### src/rtl/seq_addsub_if.sv
`default_nettype none
// ============================================================================
// seq_addsub_if : request/result bundle for the sequential add/sub unit
// Rev 1.0
// ============================================================================
interface seq_addsub_if #(
  parameter int WIDTH = 16
);
  logic             start;
  logic [1:0]       op;
  logic             cin;
  logic [WIDTH-1:0] A;
  logic [WIDTH-1:0] B;
  logic [WIDTH-1:0] R;
  logic             busy;
  logic             done;
  logic             CF;
  logic             ZF;
  logic             SF;
  logic             OF;
  logic             AF;

  modport master (
    output start, op, cin, A, B,
    input  R, busy, done, CF, ZF, SF, OF, AF
  );

  modport slave (
    input  start, op, cin, A, B,
    output R, busy, done, CF, ZF, SF, OF, AF
  );
endinterface
`default_nettype wire

### src/rtl/seq_addsub.sv
`default_nettype none
// ============================================================================
// seq_addsub : multi-cycle CHUNK-bits-per-cycle add/sub with 8088-style flags
// Rev 1.0
// ============================================================================
module seq_addsub #(
  parameter int WIDTH = 16,
  parameter int CHUNK = 4
) (
  input  wire         clk,
  input  wire         rst_n,
  seq_addsub_if.slave bus
);
  localparam int N     = (CHUNK >= 1) ? (WIDTH / CHUNK) : 1;
  localparam int CNT_W = (N > 1) ? $clog2(N) : 1;
  localparam int IDX_W = $clog2(WIDTH);

  generate
    if (WIDTH < 8 || CHUNK < 1 || (WIDTH % CHUNK) != 0) begin : g_bad_cfg
      $error("seq_addsub: illegal WIDTH/CHUNK configuration");
    end
  endgenerate

  typedef enum logic [1:0] {
    S_IDLE = 2'd0,
    S_RUN  = 2'd1,
    S_DONE = 2'd2
  } state_t;

  state_t           state_q, state_d;
  logic [WIDTH-1:0] a_q, a_d;
  logic [WIDTH-1:0] b_q, b_d;
  logic [WIDTH-1:0] sum_q, sum_d;
  logic [WIDTH-1:0] r_q, r_d;
  logic [CNT_W-1:0] cnt_q, cnt_d;
  logic             carry_q, carry_d;
  logic             sub_q, sub_d;
  logic             cf_q, cf_d;
  logic             zf_q, zf_d;
  logic             sf_q, sf_d;
  logic             of_q, of_d;
  logic             af_q, af_d;

  logic [IDX_W-1:0] w_base;
  logic [CHUNK-1:0] w_a_slice;
  logic [CHUNK-1:0] w_b_slice;
  logic [CHUNK-1:0] w_s_slice;
  logic             w_cout;
  logic             w_last;
  logic [WIDTH-1:0] w_sum_new;
  logic             w_c_msb_in;
  logic             w_c4;

  // One slice of the ripple per cycle, LSB slice first.
  always_comb begin
    w_base    = IDX_W'(cnt_q) * IDX_W'(CHUNK);
    w_a_slice = a_q[w_base +: CHUNK];
    w_b_slice = b_q[w_base +: CHUNK];
    {w_cout, w_s_slice} = {1'b0, w_a_slice} + {1'b0, w_b_slice}
                        + {{CHUNK{1'b0}}, carry_q};
    w_sum_new = sum_q;
    w_sum_new[w_base +: CHUNK] = w_s_slice;
    w_last    = (cnt_q == CNT_W'(N - 1));
    // Carry into a bit is recovered from its operand bits and sum bit.
    w_c_msb_in = a_q[WIDTH-1] ^ b_q[WIDTH-1] ^ w_sum_new[WIDTH-1];
    w_c4       = a_q[4] ^ b_q[4] ^ w_sum_new[4];
  end

  always_comb begin
    state_d = state_q;
    a_d     = a_q;
    b_d     = b_q;
    sum_d   = sum_q;
    r_d     = r_q;
    cnt_d   = cnt_q;
    carry_d = carry_q;
    sub_d   = sub_q;
    cf_d    = cf_q;
    zf_d    = zf_q;
    sf_d    = sf_q;
    of_d    = of_q;
    af_d    = af_q;

    case (state_q)
      S_IDLE: begin
        if (bus.start) begin
          a_d   = bus.A;
          b_d   = bus.op[1] ? ~bus.B : bus.B;
          sub_d = bus.op[1];
          case (bus.op)
            2'b00:   carry_d = 1'b0;
            2'b01:   carry_d = bus.cin;
            2'b10:   carry_d = 1'b1;
            default: carry_d = ~bus.cin;
          endcase
          cnt_d   = '0;
          sum_d   = '0;
          state_d = S_RUN;
        end
      end
      S_RUN: begin
        sum_d   = w_sum_new;
        carry_d = w_cout;
        cnt_d   = cnt_q + 1'b1;
        if (w_last) begin
          r_d     = w_sum_new;
          // Subtraction reports borrows, i.e. inverted carries.
          cf_d    = w_cout ^ sub_q;
          af_d    = w_c4 ^ sub_q;
          of_d    = w_c_msb_in ^ w_cout;
          sf_d    = w_sum_new[WIDTH-1];
          zf_d    = (w_sum_new == '0);
          state_d = S_DONE;
        end
      end
      S_DONE: begin
        state_d = S_IDLE;
      end
      default: begin
        state_d = S_IDLE;
      end
    endcase
  end

  always_ff @(posedge clk or negedge rst_n) begin
    if (!rst_n) begin
      state_q <= S_IDLE;
      a_q     <= '0;
      b_q     <= '0;
      sum_q   <= '0;
      r_q     <= '0;
      cnt_q   <= '0;
      carry_q <= 1'b0;
      sub_q   <= 1'b0;
      cf_q    <= 1'b0;
      zf_q    <= 1'b0;
      sf_q    <= 1'b0;
      of_q    <= 1'b0;
      af_q    <= 1'b0;
    end else begin
      state_q <= state_d;
      a_q     <= a_d;
      b_q     <= b_d;
      sum_q   <= sum_d;
      r_q     <= r_d;
      cnt_q   <= cnt_d;
      carry_q <= carry_d;
      sub_q   <= sub_d;
      cf_q    <= cf_d;
      zf_q    <= zf_d;
      sf_q    <= sf_d;
      of_q    <= of_d;
      af_q    <= af_d;
    end
  end

  assign bus.R    = r_q;
  assign bus.busy = (state_q != S_IDLE);
  assign bus.done = (state_q == S_DONE);
  assign bus.CF   = cf_q;
  assign bus.ZF   = zf_q;
  assign bus.SF   = sf_q;
  assign bus.OF   = of_q;
  assign bus.AF   = af_q;
endmodule
`default_nettype wire

### src/flat_wrapper.sv
// flat-port wrapper written by rule: the top's interface ports become plain ports
module seq_addsub_flat 
#(
  parameter int WIDTH = 16,
  parameter int CHUNK = 4
)
  (clk, rst_n, bus_start, bus_op, bus_cin, bus_A, bus_B, bus_R, bus_busy, bus_done, bus_CF, bus_ZF, bus_SF, bus_OF, bus_AF);
  seq_addsub_if #(.WIDTH(WIDTH)) bus_i ();
  input  wire clk;
  input  wire rst_n;
  input wire logic [$bits(bus_i.start)-1:0] bus_start;
  input wire logic [$bits(bus_i.op)-1:0] bus_op;
  input wire logic [$bits(bus_i.cin)-1:0] bus_cin;
  input wire logic [$bits(bus_i.A)-1:0] bus_A;
  input wire logic [$bits(bus_i.B)-1:0] bus_B;
  output wire logic [$bits(bus_i.R)-1:0] bus_R;
  output wire logic [$bits(bus_i.busy)-1:0] bus_busy;
  output wire logic [$bits(bus_i.done)-1:0] bus_done;
  output wire logic [$bits(bus_i.CF)-1:0] bus_CF;
  output wire logic [$bits(bus_i.ZF)-1:0] bus_ZF;
  output wire logic [$bits(bus_i.SF)-1:0] bus_SF;
  output wire logic [$bits(bus_i.OF)-1:0] bus_OF;
  output wire logic [$bits(bus_i.AF)-1:0] bus_AF;
  assign bus_i.start = bus_start;
  assign bus_i.op = bus_op;
  assign bus_i.cin = bus_cin;
  assign bus_i.A = bus_A;
  assign bus_i.B = bus_B;
  assign bus_R = bus_i.R;
  assign bus_busy = bus_i.busy;
  assign bus_done = bus_i.done;
  assign bus_CF = bus_i.CF;
  assign bus_ZF = bus_i.ZF;
  assign bus_SF = bus_i.SF;
  assign bus_OF = bus_i.OF;
  assign bus_AF = bus_i.AF;
  seq_addsub #(.WIDTH(WIDTH), .CHUNK(CHUNK)) u_core (.clk(clk), .rst_n(rst_n), .bus(bus_i));
endmodule
### config.mk
export PLATFORM = sky130hd
export DESIGN_NAME = seq_addsub_flat
export DESIGN_NICKNAME = d
export VERILOG_FILES = /design/src/rtl/seq_addsub_if.sv /design/src/rtl/seq_addsub.sv /design/src/flat_wrapper.sv
export SDC_FILE = /design/constraint.sdc
export NUM_CORES = 1
export LEC_CHECK = 0
export ABC_AREA = 1
export CELL_PAD_IN_SITES_DETAIL_PLACEMENT = 0
export CELL_PAD_IN_SITES_GLOBAL_PLACEMENT = 1
export CORE_UTILIZATION = 30
export CTS_BUF_LIST = sky130_fd_sc_hd__clkbuf_8
export DETAILED_ROUTE_END_ITERATION = 16
export PLACE_DENSITY_LB_ADDON = 0.1
export SKIP_CTS_REPAIR_TIMING = 1
export SYNTH_ARGS = -nofsm -noshare
export SYNTH_HDL_FRONTEND = slang
export SYNTH_SLANG_ARGS = --single-unit
### constraint.sdc
create_clock -name clk -period 2.6 [get_ports clk]
set_input_delay 0.78 -clock clk [delete_from_list [all_inputs] [get_ports clk]]
set_output_delay 0.78 -clock clk [all_outputs]
set_load 0.1 [all_outputs]
* Word-level counts from Yosys, hierarchy flattened
Cells that the tools add are included.
Operators by class: mux-type cells 12, reductions and logical operators 9, shifts and indexed selects 4, bitwise gates (word level) 9, equality and inequality tests 7, $add $sub $neg 4
Operator list (count):
- 2-to-1 mux 16 bit | 2
- case mux 16 bit (2 select lines) | 1
- indexed part select 16 x 5 -> 4 bit | 2
- bitwise mux 16 bit | 1
- zero test 16 bit | 1
- NOT 16 bit | 1
- variable shift 4 x 6 -> 16 bit (first input constant) | 1
- indexed part select 4 x 6 -> 16 bit | 1
- case mux 2 bit (2 select lines) | 2
- AND reduction 2 bit | 4
- bitwise XOR 1 bit | 7
- equality test 2 bit (second input constant) | 3
- 2-to-1 mux 2 bit | 3
- negator 4 -> 6 bit | 1
- adder 4 x 4 -> 5 bit | 1
- adder 5 x 1 -> 5 bit | 1
- equality test 2 x 1 -> 1 bit (second input constant) | 2
- zero test 2 bit | 2
- nonzero test 2 bit | 2
- case mux 1 bit (3 select lines) | 1
- adder 2 x 1 -> 2 bit (second input constant) | 1
- inequality test 2 x 1 -> 1 bit (second input constant) | 1
- inequality test 2 bit (second input constant) | 1
- case mux 1 bit (2 select lines) | 1
- 2 further kinds | 2
Word-level totals: register bits 75, output and inout bits 23

* Depth between registers and ports, before layout
depth in word-level cells 7, depth in mapped cells 19

* Least setup slack after synthesis
No wires, ideal clock.
kind register -> register, start point register u_core.cnt_q[0], end point register u_core.zf_q (netlist: u_core.bus.ZF), data arrival time 2.581 ns, data required time 2.480 ns, path slack -0.101 ns, library setup time 0.120 ns, cell stages (with the launch flop) 19, clock period less this slack 2.701 ns, path buffers 2, path through dfrtp_1 -> buf_6 -> inv_2 -> buf_2 -> o21ai_0 -> o22ai_1 -> fa_1 -> inv_1 -> fa_1 -> nor2_1 -> nand2_1 -> o21ai_0 -> nor2_1 -> nand2_1 -> nor2_1 -> nand2_1 -> nor2_1 -> nand3_1 -> nand2_1
On the way: cells in the longest elaborated chain, start to end 6, elaborated cells on any way between the ends 11, classes of those cells 3 x add/sub; 1 x eq/ne; 4 x shift; 1 x mux; 2 x reduce/logical
RTL lines:
- start, declared | line seq_addsub.sv:35 | logic [CNT_W-1:0] cnt_q, cnt_d;
- start signal, assigned | line seq_addsub.sv:146 | cnt_q <= cnt_d;
- indexed part select 16 x 5 -> 4 bit, on equally long branches | line seq_addsub.sv:57, seq_addsub.sv:58
- adder 4 x 4 -> 5 bit | line seq_addsub.sv:59 | {w_cout, w_s_slice} = {1'b0, w_a_slice} + {1'b0, w_b_slice}
- adder 5 x 1 -> 5 bit | line seq_addsub.sv:60 | + {{CHUNK{1'b0}}, carry_q};
- indexed part select 4 x 6 -> 16 bit | line seq_addsub.sv:62 | w_sum_new[w_base +: CHUNK] = w_s_slice;
- bitwise mux 16 bit | line seq_addsub.sv:62
- zero test 16 bit | line seq_addsub.sv:112 | zf_d = (w_sum_new == '0);
- end signal, assigned | line seq_addsub.sv:150 | zf_q <= zf_d;
- end, declared | line seq_addsub.sv:39 | logic zf_q, zf_d;
Several ways; a longest one is shown, not always the timed one. A chain may end at the register's enable or synchronous reset.

* Worst setup path after layout
Ends and elaborated chain as after synthesis.

==> results.toml <==
[layout]
seq_area_um2 = 1853
diodes = 0
areaGrowthSynthToFinish_pct = 30.65
drive_above_1_share_pct = 18.15
fin_nets = 595
multi_input_area_um2 = 1704
final_core_util_pct = 40.64
fillerInstances = 1300
stdcell_count = 719

[sta]
maxSlewViolCount = 0
fmax_mhz = 394.6
setup_viol = 0
max_slew_margin_pct = 63.95
hold_viol_final = 0
fin_crit_ns = 2.534
finClkSkew_ns = 0.007296
tightestPinTransition_ns = 0.5375
finalCritPeriodShare_pct = 97.46
grt_setup_unrepaired = "yes"
tns_ns = 0

[drt]
wire_per_inst_um = 12.83
drc_errors = 0
drt_iter0_markers = 105
vias_per_cell = 4.392
vias = 3158
first_pass_iters = 4
ant_nets = 0
drt_wl_total_um = 9226

[worst_setup_path]
r2r-start = "u_core.cnt_q[0]"
arrival_ns = 2.80
worstSetupPathType = "reg2reg"
crit_fanout = 5
endpoint_kind = "flop"
crit_path_start_kind = "flop"
cp-startpoint = "u_core.cnt_q[0]"
cp.required_ns = 2.87

[synth]
ys_seq_elements = 74
synth-edff-count = 0
synthCells = 465
yosysWarnings = 0
netlist_area_um2 = 3767
ys_seq_area_share_pct = 49.15
syn-num-nets = 514
synth_top_cells_by_count = "nand2_1 (147), dfrtp_1 (74), o21ai_0 (62)"
synth_most_common_cell = "nand2_1"
ys_top_cells_by_area = "dfrtp_1 (49%), nand2_1 (15%), o21ai_0 (8.2%), xnor2_1 (4.4%), inv_1 (4.2%)"
synth_top_area_share_pct = 49.15
synth_cell_types = 28
async_flop_share_pct = 100.0
synth_largest_area_cell = "dfrtp_1"
ys.flop_type = "dfrtp_1"
avgSynthCellArea_um2 = 8.102

[cts]
clockBufferDepth = 2
cts_sinks = 74
cts_buffers = 9
htree_num_levels = 3
cts_tree = "yes"
clock_latency_ns = 0.37
root_buffer = "clkbuf_8"
clk_pin_slew_worst_paths_ns = 0.08

[global_route]
gr-usage-met3_pct = 4.235
grt_pass1_wl_um = 15530
grtUsageMet2_pct = 25.78
top_usage_layer = "met2"
met1_usage_pct = 19.29
antenna_found_initial = 0
grt_pass1_vias = 3176
overflow = 0
grt_usage_pct = 15.71
grt_max_degree = 47

[outcome]
status = "completed"

[die]
dieArea_um2 = 13010
dieWidth_um = 114.1
dieHeight_um = 114.1
ios = 61
std_cell_rows = 40
initial_core_util_pct = 31.11
core-area_um2 = 12110

[placement]
gp_congestion = 0.8183
portBuffers = 60
dp_cells = 702
post-dp-hpwl_um = 7053

[flow_run]
cap_viol_max_count = 0

[min_path]
min-delay-path-class = "in2async"
[cell usage in the layout, fill, tap and decap left out, types with 2 or more instances in the layout]
cell type / count
nand2_1: 145
dfrtp_1: 73
o21ai_0: 55
buf_4: 49
inv_1: 43
clkdlybuf4s50_1: 36
nor2_1: 30
xnor2_1: 19
o22ai_1: 10
nand3_1: 10
clkbuf_8: 10
ha_1: 9
inv_2: 7
a21oi_1: 7
o21ai_1: 6
nor2_2: 6
nor2_4: 4
nand2_2: 3
nand4_1: 3
xor2_1: 3
clkinv_2: 3
buf_12: 3
a32oi_2: 2
o22ai_2: 2
fa_2: 2
[state kept, by name, indices dropped and copies added, names as in the netlist]
name / count
u_core.sum_q: 16
u_core.carry_q: 1
u_core.bus.CF: 1
u_core.b_q: 16
u_core.bus.ZF: 1
u_core.a_q: 16
u_core.bus.OF: 1
u_core.bus.R: 16
u_core.bus.AF: 1
u_core.cnt_q: 2
u_core.state_q: 2
u_core.sub_q: 1
[cell families after synthesis]
kind of cell	count (synthesis)	synth area share [%]
DFF	74	49.15
and+or+nand+nor	203	21.92
buffers and inverters	69	7.605
AOI/OAI and AO/OA	86	12.16
adders and majority gates	11	4.052
xor gates and xnor gates	22	5.115
[final cells by class]
type,count,area share (%)
Multi-Input combinational cell,322,34.62
Tap cell,168,4.270
Clock inverter,6,0.5338
Inverter,49,3.787
Clock buffer,10,2.796
Timing Repair Buffer,90,16.34
Sequential cell,74,37.65
[through the flow]
step / hold WS [ns] / area, um^2 / worst slack, ns
floorplan: 0.4436 / 3776 / 0.005653
global placement: 0.4654 / 4673 / -0.002301
detailed placement: 0.4663 / 4673 / -0.05249
CTS: 0.3174 / 4837 / -0.07053
global route: 0.3221 / 4922 / -0.09702
finish: 0.3195 / 4922 / 0.06600
[layer usage]
layer,vias up,wire length (um)
met5,-,0
met4,0,181
met3,15,339
met2,53,4389
met1,1458,4316
li1,1632,-
[worst max-delay path, cell delays in order, from the launching register on]
cell,delay [ns]
dfrtp_2,0.47
buf_6,0.16
o21ai_4,0.11
o22ai_2,0.09
fa_2,0.40
inv_2,0.06
fa_2,0.46
nor2_4,0.13
nand2_2,0.06
o21ai_2,0.14
nor2_1,0.05
nand2_1,0.08
nor2_1,0.04
nand2_1,0.05
nor2_1,0.04
nand3_1,0.06
nand2_1,0.04
[path summary, 6_finish.rpt]
kind	cells past startpoint	slack, ns	end
min in group clk	2	0.48	u_core.bus.OF
hold / removal	1	0.32	u_core.sum_q[1]
max in group asynchronous	2	1.58	u_core.b_q[9]
hold reg to reg	2	0.48	u_core.bus.OF
setup / recovery	16	0.07	u_core.bus.ZF
setup reg to reg	16	0.07	u_core.bus.ZF
Power is left out: the tool's default activity adds up to more than one toggle a clock period on the data nets, which glitch-free logic cannot reach.
==> RTL edit 1: new RTL, same flow settings <==
Make the reset (`rst_n`) synchronous in one clocked block.
--- a/src/rtl/seq_addsub.sv
+++ b/src/rtl/seq_addsub.sv
@@ -122,7 +122,7 @@
     endcase
   end
 
-  always_ff @(posedge clk or negedge rst_n) begin
+  always_ff @(posedge clk) begin
     if (!rst_n) begin
       state_q <= S_IDLE;
       a_q     <= '0;
Behaviour: differs if rst_n is asserted again (counterexample within 4 cycles, from zero or initial values and one cycle with rst_n low); with rst_n held inactive, the same outputs for 10 cycles.
==> RTL edit 1 against the unedited design <==
The flow now finishes with violations (design-rule violations); critical endpoint is now u_core.bus.ZF; largest cell class is now multi-input combinational cells; critical path depth shrank 1; cell area decreased by 4.6%; sequential cell count unchanged; setup slack gained 0.071 ns; critical path type unchanged; synthesized area down 4.8%; sequential share of layout area is 6.0 points lower; maximum frequency up 2.9%; global-route usage increased by 0.85 points; wire length rose by 6.2%; count of clock-buffer cells in the layout is 1 lower.
==> RTL edit 1: results (changes against the unedited design) <==
setup slack at placement -0.00107 ns (was -0.0525 ns); Worst Tran Pin Value 0.461 ns (was 0.537 ns); worst reg-to-reg path cell count 15 (was 16); synth cell count leaders 97 x nand2_1, 85 x nor2_1, 74 x dfxtp_1 (was 147 x nand2_1, 74 x dfrtp_1, 62 x o21ai_0); Max Fanout on Critical Path 8 (was 5); Hold Path Class flop to flop (was input port to asynchronous set/reset pin); pin count of the biggest net entering global routing 38 (was 47); Setup Skew 0.0108 ns (was 0.00730 ns); top cells by area, synth dfxtp_1 41%, nand2_1 10%, nor2_1 8.9% (was dfrtp_1 49%, nand2_1 15%, o21ai_0 8.2%); average wire per standard cell 13.8 µm (was 12.8 µm); vias in the first global route 3,190 (was 3,176); Global Route Usage Sum 16.6% (was 15.7%); failing checks design-rule violations; NumNets Final 613 (was 595); Vias per Instance 4.63 (was 4.39); Placer Congestion 0.848 (was 0.818); GR Util met3 3.94% (was 4.24%); post-DP HPWL 7410 µm (was 7050 µm); global-route wire length before repair 16,200 µm (was 15,500 µm); post-synth cell types 31 (was 28); routing usage on met1 20.7% (was 19.3%); Seq/Total Area, Yosys 41.3% (was 49.2%); # DRC 2 (was 0); status finished with violations (was completed); Main synth FF type dfxtp_1 (was dfrtp_1); Worst EP arrival 2.71 ns (was 2.80 ns); Syn Nets 542 (was 514); Synth async-reset ratio 0% (was 100%); Pre-antenna DRT Iters 10 (was 4)
## RTL edit 1: worst max-delay path: stages, from the launching register on
cell	delay, ns
dfxtp_4	0.42
inv_6	0.06
o21ai_2	0.13
o22ai_2	0.11
fa_2	0.40
inv_1	0.09
fa_2	0.47
nor2_4	0.15
buf_4	0.12
nand2_2	0.05
nand2_2	0.07
nor2_1	0.05
nand3_1	0.07
nor2_1	0.04
nand3_1	0.07
a21oi_1	0.06
## RTL edit 1: where the power goes
part	switching, mW	internal, mW
Combinational	0.344	0.257
Sequential	0.0429	1.19
Clock	0.454	0.540
Total	0.841	1.99
## RTL edit 1: final timing paths
check | startpoint | end | slack (ns)
setup / recovery | u_core.cnt_q[0] | u_core.bus.ZF | 0.14
hold / removal | u_core.sum_q[1] | u_core.sum_q[1] | 0.47
setup reg to reg | u_core.cnt_q[0] | u_core.bus.ZF | 0.14
hold reg to reg | u_core.sum_q[1] | u_core.sum_q[1] | 0.47
## RTL edit 1: layout make-up
type / count / area (µm²)
clock inverters: 7 / 95.1
fillers: 1228 / 6820
flip-flops and latches: 74 / 1490
repair buffers: 88 / 777
inverters: 36 / 140
well taps: 143 / 179
clock buffers: 9 / 124
multi-input cells: 355 / 1890
## RTL edit 1: stage by stage
step	std cells	util, %
after floorplan	493	-
after global placement	694	38.1
after detailed placement	694	38.1
after CTS	710	40.0
after global routing	712	40.8
final	712	40.8
## RTL edit 1: cells by family (layout without fill, tap and decap cells)
group           Yosys count  in the layout  share of synthesized area (%)
simple gates            222            222                           25.5
compound gates           98             98                           15.6
flops                    74             74                           41.3
buf+inv                  64            140                           7.47
xor+xnor                 24             24                           5.86
fa+ha+maj                11             11                           4.26
## RTL edit 1: metal layers
layer  share of wire (%)  wire (µm)
met1                  48       4730
met2                  48       4670
met3                 3.2        310
met4                0.88         86
met5                   0          0
==> RTL edit 2: new RTL, same flow settings <==
Made on the original files. `WIDTH` is set to 16 in 3 places; all go to 64.
--- a/src/rtl/seq_addsub_if.sv
+++ b/src/rtl/seq_addsub_if.sv
@@ -4,7 +4,7 @@
 // Rev 1.0
 // ============================================================================
 interface seq_addsub_if #(
-  parameter int WIDTH = 16
+  parameter int WIDTH = 64
 );
   logic             start;
   logic [1:0]       op;
--- a/src/rtl/seq_addsub.sv
+++ b/src/rtl/seq_addsub.sv
@@ -4,7 +4,7 @@
 // Rev 1.0
 // ============================================================================
 module seq_addsub #(
-  parameter int WIDTH = 16,
+  parameter int WIDTH = 64,
   parameter int CHUNK = 4
 ) (
   input  wire         clk,
--- a/src/flat_wrapper.sv
+++ b/src/flat_wrapper.sv
@@ -1,7 +1,7 @@
 // flat-port wrapper written by rule: the top's interface ports become plain ports
 module seq_addsub_flat 
 #(
-  parameter int WIDTH = 16,
+  parameter int WIDTH = 64,
   parameter int CHUNK = 4
 )
   (clk, rst_n, bus_start, bus_op, bus_cin, bus_A, bus_B, bus_R, bus_busy, bus_done, bus_CF, bus_ZF, bus_SF, bus_OF, bus_AF);
Interface: changed (resized bus_A, bus_B and bus_R); port bits go from 61 to 205. The function was not compared with the original's and may differ.
==> RTL edit 2 against the unedited design <==
The flow now finishes with violations (negative setup slack); wire length grew to 4.8 times the old value; cell area grew to 3.8 times the old value; setup slack got worse by 0.83 ns; hold slack lost 0.22 ns; critical path depth is 5 higher; critical path type unchanged; synthesized area rose to 3.5 times the old value; sequential cell count increased by 194; highest routed layer unchanged.
Power is left out: the tool's default activity adds up to more than one toggle a clock period on the data nets, which glitch-free logic cannot reach.
==> RTL edit 2: results (changes against the unedited design) <==
PortBufs 204 (was 60); worst-case clock buffer depth 3 (was 2); failing checks negative setup slack; Setup Viol. Count Final 133 (was 0); H-Tree Depth 2 (was 3); Placer Congestion 0.872 (was 0.818); CP delay by family, top simple AND/OR/NAND/NOR gates (was adder cells); Critical Path Slowest Stage Cell fa_2 (was dfrtp_2); Synth Area in XOR/XNOR 4.71% (was 5.11%); status finished with violations (was completed); PnR worst setup slack -0.768 ns (was 0.0660 ns); top cells by area, synth dfrtp_1 51%, nand2_1 17%, o21ai_0 8.2% (was dfrtp_1 49%, nand2_1 15%, o21ai_0 8.2%); Setup Skew 0.0279 ns (was 0.00730 ns); Pre-antenna DRT Iters 5 (was 4); pin count of the biggest net entering global routing 123 (was 47); DRT iter0 DRCs 661 (was 105); clock latency on the worst-skew pair 0.63 ns (was 0.37 ns); Syn Nets 1,773 (was 514); synth cell count leaders 585 x nand2_1, 268 x dfrtp_1, 217 x o21ai_0 (was 147 x nand2_1, 74 x dfrtp_1, 62 x o21ai_0); Compound-Gate Fraction of Synth Area 13.1% (was 12.2%); share of post-route cells with drive strength above 1 25.5% (was 18.1%); global-route wire length before repair 68,600 µm (was 15,500 µm); Worst EP arrival 3.87 ns (was 2.80 ns); fill count 4,451 (was 1,300); NumNets Final 2,167 (was 595); post-DP HPWL 32,800 µm (was 7050 µm); setup slack at placement -0.958 ns (was -0.0525 ns); average wire per standard cell 16.7 µm (was 12.8 µm); post-synthesis adder-cell area fraction 1.06% (was 4.05%); Bufs and invs on worst path 4 (was 2); slew margin rel. 53.9% (was 63.9%); Max Fanout on Critical Path 8 (was 5); vias 12,000 (was 3,158); Global Route Usage Sum 20.0% (was 15.7%); Num CTS Buffers 49 (was 9); initial antenna violation count 0 (unchanged); post-synth cell types 41 (was 28); Seq/Total Area, Yosys 50.8% (was 49.2%)
-- RTL edit 2: changes by cell type after synthesis, moves of 16 or more --
cell,unedited run,this run
dfrtp_1,74,268
inv_1,42,89
nor2_1,33,97
clkbuf_1,9,68
a21oi_1,7,23
o21ai_0,62,217
xnor2_1,19,66
nand2_1,147,585
nand3_1,10,55
-- RTL edit 2: per-layer routing --
metal | vias up | share of wire [%] | GRT usage [%]
met5 | - | 0 | 0
met4 | 0 | 2.8 | 7.12
met3 | 71 | 3.5 | 3.37
met2 | 237 | 50 | 34.7
met1 | 5670 | 44 | 25.1
li1 | 6058 | - | -
-- RTL edit 2: path summary, 6_finish.rpt --
check	startpoint	end	slack, ns	cells after the start
max	u_core.cnt_q[0]	u_core.bus.ZF	-0.77	21
min	rst_n	u_core.a_q[54]	0.10	1
max reg2reg	u_core.cnt_q[0]	u_core.bus.ZF	-0.77	21
min reg2reg	u_core.b_q[61]	u_core.b_q[61]	0.48	2
max in group asynchronous	rst_n	u_core.bus.AF	1.81	2
min in group clk	u_core.b_q[61]	u_core.b_q[61]	0.48	2
-- RTL edit 2: final cells by class --
type	instances	share of cell area, %
Clock buffer	64	4.65
Clock inverter	21	0.614
Inverter	95	1.92
Multi-Input combinational cell	1173	32.8
Sequential cell	268	35.4
Tap cell	585	3.86
Timing Repair Buffer	436	20.8
-- RTL edit 2: stage by stage --
step | util [%] | area (µm²) | std cells | TNS (ns)
floorplan | - | 13300 | 1629 | -8.03
global placement | 40.1 | 17300 | 2545 | -67.19
detailed placement | 40.1 | 17300 | 2545 | -69.52
CTS | 42.4 | 18300 | 2630 | -73.71
global route | 43.8 | 18900 | 2642 | -68.72
finish | 43.8 | 18900 | 2642 | -48.38
